--- src/rtl/rt_pkg.sv ---
// rt_pkg: shared state encoding, widths and defaults for the reaction-time game
package rt_pkg;
  typedef enum logic [2:0] {IDLE, WAIT, ARMED, DONE, FAULT} state_t;
  localparam int RESULT_W = 14;
  localparam int TICK_DIV_DEF = 50000;
  localparam int MAX_MS_DEF = 9999;
  localparam logic [15:0] LFSR_TAPS = 16'hB400;
  function automatic logic [15:0] lfsr_next(input logic [15:0] x);
    return {x[14:0], ^(x & LFSR_TAPS)};
  endfunction
endpackage

--- src/rtl/ms_tick_gen.sv ---
// ms_tick_gen: one-cycle tick every TICK_DIV clocks, restartable via clear
module ms_tick_gen #(
  parameter int TICK_DIV = 50000
) (
  input  logic clock,
  input  logic reset,
  input  logic clear,
  output logic tick
);
  localparam int W = TICK_DIV > 1 ? $clog2(TICK_DIV) : 1;
  logic [W-1:0] cnt;
  assign tick = cnt == W'(TICK_DIV - 1);
  always_ff @(posedge clock or posedge reset)
    if (reset) cnt <= '0;
    else cnt <= (clear || tick) ? '0 : cnt + 1'b1;
endmodule

--- src/rtl/reaction_timer.sv ---
// reaction_timer: random stimulus delay, then ms reaction measurement with
// false-start and timeout detection
module reaction_timer
  import rt_pkg::*;
#(
  parameter int          TICK_DIV     = TICK_DIV_DEF,
  parameter int          MIN_DELAY_MS = 1000,
  parameter int          DELAY_BITS   = 11,
  parameter int          MAX_MS       = MAX_MS_DEF,
  parameter logic [15:0] LFSR_SEED    = 16'hACE1
) (
  input  logic                clock,
  input  logic                reset,
  input  logic                start,
  input  logic                button,
  output logic                led,
  output logic                busy,
  output logic [RESULT_W-1:0] result_ms,
  output logic                result_valid,
  output logic                timeout,
  output logic                false_start
);
  localparam int DW = (DELAY_BITS + 1 > RESULT_W) ? DELAY_BITS + 1 : RESULT_W;
  state_t state, state_n;
  logic [15:0] lfsr;
  logic b_meta, b_sync, b_sync_d, start_d;
  logic press_edge, start_edge, tick, clear;
  logic [RESULT_W-1:0] ms_cnt, ms_n, ms_inc, result_n;
  logic [DW-1:0] delay_ms, delay_n;
  logic timeout_n, fs_n;
  assign press_edge = b_sync & ~b_sync_d;
  assign start_edge = start & ~start_d;
  assign ms_inc = ms_cnt + 1'b1;
  ms_tick_gen #(.TICK_DIV(TICK_DIV)) u_tick (
    .clock(clock),
    .reset(reset),
    .clear(clear),
    .tick (tick)
  );
  always_ff @(posedge clock or posedge reset)
    if (reset) begin
      lfsr     <= LFSR_SEED;
      b_meta   <= 1'b0;
      b_sync   <= 1'b0;
      b_sync_d <= 1'b0;
      start_d  <= 1'b0;
    end else begin
      lfsr     <= lfsr_next(lfsr);
      b_meta   <= button;
      b_sync   <= b_meta;
      b_sync_d <= b_sync;
      start_d  <= start;
    end
  always_comb begin
    state_n   = state;
    ms_n      = ms_cnt;
    delay_n   = delay_ms;
    result_n  = result_ms;
    timeout_n = timeout;
    fs_n      = false_start;
    clear     = 1'b0;
    case (state)
      IDLE, DONE, FAULT:
        if (start_edge) begin
          state_n   = WAIT;
          delay_n   = DW'(MIN_DELAY_MS) + DW'(lfsr[DELAY_BITS-1:0]);
          ms_n      = '0;
          result_n  = '0;
          timeout_n = 1'b0;
          fs_n      = 1'b0;
          clear     = 1'b1;
        end
      WAIT:
        if (press_edge) begin
          state_n  = FAULT;
          fs_n     = 1'b1;
          result_n = '0;
        end else if (tick) begin
          ms_n = ms_inc;
          if (DW'(ms_inc) == delay_ms) begin
            state_n = ARMED;
            ms_n    = '0;
            clear   = 1'b1;
          end
        end
      ARMED:
        // a press in the tick cycle reports the count before that tick
        if (press_edge) begin
          state_n  = DONE;
          result_n = ms_cnt;
        end else if (tick) begin
          ms_n = ms_inc;
          if (ms_inc == RESULT_W'(MAX_MS)) begin
            state_n   = DONE;
            result_n  = RESULT_W'(MAX_MS);
            timeout_n = 1'b1;
          end
        end
      default: state_n = IDLE;
    endcase
  end
  always_ff @(posedge clock or posedge reset)
    if (reset) begin
      state        <= IDLE;
      ms_cnt       <= '0;
      delay_ms     <= '0;
      result_ms    <= '0;
      timeout      <= 1'b0;
      false_start  <= 1'b0;
      led          <= 1'b0;
      busy         <= 1'b0;
      result_valid <= 1'b0;
    end else begin
      state        <= state_n;
      ms_cnt       <= ms_n;
      delay_ms     <= delay_n;
      result_ms    <= result_n;
      timeout      <= timeout_n;
      false_start  <= fs_n;
      led          <= state_n == ARMED;
      busy         <= state_n == WAIT || state_n == ARMED;
      result_valid <= state_n == DONE;
    end
endmodule

--- config.mk ---
export PLATFORM = sky130hd
export DESIGN_NAME = reaction_timer
export DESIGN_NICKNAME = d
export VERILOG_FILES = /design/src/rtl/rt_pkg.sv /design/src/rtl/ms_tick_gen.sv /design/src/rtl/reaction_timer.sv
export SDC_FILE = /design/constraint.sdc
export NUM_CORES = 1
export LEC_CHECK = 0
export ABC_AREA = 1
export CAP_MARGIN = 10
export CORE_UTILIZATION = 64
export CTS_CLUSTER_DIAMETER = 120
export DETAILED_ROUTE_END_ITERATION = 8
export PLACE_DENSITY = 0.83
export SYNTH_ARGS = -nofsm -noshare
export SYNTH_HDL_FRONTEND = slang
export SYNTH_SLANG_ARGS = --single-unit
--- constraint.sdc ---
create_clock -name clock -period 4.1 [get_ports clock]
set_clock_uncertainty 0.1 [all_clocks]
set_input_delay 0.615 -clock clock [delete_from_list [all_inputs] [get_ports clock]]
set_output_delay 0.615 -clock clock [all_outputs]
set_load 0.005 [all_outputs]
==> metrics.txt <==
final core occ=75.2%; leak pwr=around 2.4 nW; worst path bufs/invs=1; Num CTS Buffers=9; wire per inst=approximately 14 um; synthesized area per cell=8.24 sq um; run status=finished, final reports clean; H-tree levels=3; antenna-violating nets left=0; slowest stage delay, CP=0.54 ns; pin count of the biggest net entering global routing=44; commonest non-fill, non-tap cell in the layout=nand2_1; die height=~84 um; layout cell share with drive strength beyond 1=14.3%; Clock Latency Late Sink=around 0.36 ns; Yosys reg bits=84; GRT Total Usage=between 20% and 30%; IO Port Bufs=22; Critical Path, Cell by Cell=inv_2 > ha_1 > xor2_1 > nand2_1 > nor2_1 > nand3_1 > nor2_1 > nand3b_1 > nor2_1 > nand2_1 > nand2_2 > o22ai_1; Final setup viols=0; initial antenna violation count=0; vias per cell=5.68; Worst Tran Pin Value=0.551 ns; # DRC=0; register area share after synthesis=roughly half; total clock sinks=84; Worst VDD drop=0.000365 V; Max Cap Violations=0; FMAX=379 MHz; RePlAce Congestion=0.950; Die W=83.8 um; Final Cycle Share=64.3%; total grt overflow=0; CP endpoint kind=register; Final Hold Fails=0; met2 wire len=~4300 um; slew margin rel.=63.2%; slowest CP cell=dfrtp_1; post-CTS sizing=0; Met1 Wirelength=3940 um; I/O pins=23; Synth Net Count=527; cell count after synthesis=519; CP Max Fanout=9; area of the die=0.00701 sq mm; Iteration-0 DRC Markers=331; Std-Cell Rows=29; cell mode on critical path=nor2_1; Cell Area, Synth=about 0.0043 sq mm; first-pass GRT wire length=15,600 um; fillers=473; Largest delay share family, worst path=simple AND/OR/NAND/NOR gates; total power=2.03 mW; Period minus WS final=2.64 ns; setup repair after global routing missed its margin=no; hold buffers post-CTS=0; Hold WC Path Type=reg -> reg; DRT Pass-1 Iters=5; root buffer cell=clkbuf_8; initial core utilization=67.0%; hold path depth=0; routed length on met3=402 um; startpoint types=register; nets=approximately 560; synth warn=0; DR top layer=met4; pwr dens=423 mW/mm^2; half-perimeter wire length after detailed placement=between 6000 and 7000 um; Register Area=between 0.002 and 0.0025 sq mm; Pins Over Slew Limit=0; ant diodes=0; Placed Cells=614; required time of the critical path=4.23 ns; final wirelength=8880 um; Multi-input gate area=0.00189 sq mm; Setup Fix Bufs, Post-CTS=0; vias in the first global route=3,437; Post-Layout Cell Count=630; CTS tree=yes; cell count of the worst reg-to-reg path=12; critical path type=reg -> reg; Clk pin slew, worst setup/hold paths=0.09 ns; most frequent cells in the layout=nand2_1, dfrtp_1, inv_1; Yosys cell types=39; Max clock buf depth=2; Critical Path AT=2.77 ns; Setup TNS=0 ns; area grow syn2layout=12.2%; total number of vias=~3,600; CORE AREA=approximately 0.0064 sq mm; Crit path depth=12
==> per-stage QoR <==
stage | setup WS (ns) | instance area, sq um | hold slack, ns
4_1_cts | 1.53 | 4800 | 0.273
2_1_floorplan | 1.23 | 4280 | 0.231
6_report | 1.46 | 4800 | 0.268
3_3_place_gp | 1.42 | 4570 | 0.232
5_1_grt | 1.29 | 4800 | 0.276
3_5_place_dp | 1.30 | 4570 | 0.237
==> worst paths after layout <==
check / from / to / slack, ns
min: b_meta / b_sync / 0.27
min in group asynchronous: reset / result_ms[5] / 0.60
max: ms_cnt[0] / ms_cnt[2] / 1.46
max in group asynchronous: reset / u_tick.cnt[5] / 2.92
min reg2reg: b_meta / b_sync / 0.27
max reg2reg: ms_cnt[0] / ms_cnt[2] / 1.46
==> power by group <==
group | switching (mW) | internal, mW
Clock | 0.319 | 0.353
Combinational | 0.266 | 0.129
Sequential | 0.0706 | 0.894
Total | 0.655 | 1.38
==> kinds of logic (layout without fill, tap and decap cells) <==
| logic type | Yosys count | after routing | synth area share (%) |
|---|---|---|---|
| compound gates | 59 | 59 | 8.28 |
| buf+inv | 69 | 103 | 6.43 |
| simple gates | 294 | 294 | 32.9 |
| fa+ha+maj | 4 | 4 | 1.17 |
| xor+xnor | 9 | 9 | 1.84 |
| flops | 84 | 84 | 49.4 |
==> registers in the layout (all words and copies together), names as in the netlist, 3 cells and up <==
name        flops
u_tick.cnt     16
ms_cnt         14
delay_ms       12
state           3
result_ms      14
lfsr           16
==> area by class of cell <==
type	instances	area share, %
Clock buffer	9	2.58
Clock inverter	7	2.16
Inverter	63	4.95
Multi-Input combinational cell	366	39.4
Sequential cell	84	44.0
Tap cell	77	2.01
Timing Repair Buffer	24	4.90
==> layer usage <==
metal  vias to the layer above  global-route usage, %
met4                         0                   13.3
li1                       1749                      -
met5                         -                      0
met3                        26                   4.45
met1                      1677                   37.5
met2                       125                   46.0
==> cells in the mapped netlist <==
library cell	count	share of area (%)
nor2_1	48	4.2
inv_1	59	5.2
clkbuf_1	3	0.26
a21oi_1	7	0.82
nand3_2	4	0.94
ha_1	4	1.2
nor2_4	1	0.26
nand4_1	10	1.5
nor3b_1	4	0.70
o21ai_0	22	2.6
xnor2_1	3	0.61
buf_6	2	0.53
nand2_1	131	11
nor2_2	9	1.3
nand3b_1	2	0.35
nor2_8	2	0.94
nand3_1	49	5.7
nor4_1	2	0.29
o21ai_2	9	1.8
nand4_2	1	0.29
o31ai_1	1	0.18
nand3b_4	1	0.47
nand2_2	15	2.2
nand2_4	1	0.26
nor3_4	1	0.38
a31oi_1	1	0.15
o22ai_1	8	1.2
inv_2	4	0.35
o21ai_1	7	0.82
dfrtp_1	76	44
or2_2	3	0.44
a21oi_2	1	0.20
xor2_1	6	1.2
nor3_1	10	1.2
buf_2	1	0.12
dfstp_2	8	4.9
a211oi_1	1	0.18
a21o_1	1	0.18
a22oi_1	1	0.18
Power figures use the tool's default switching activity.
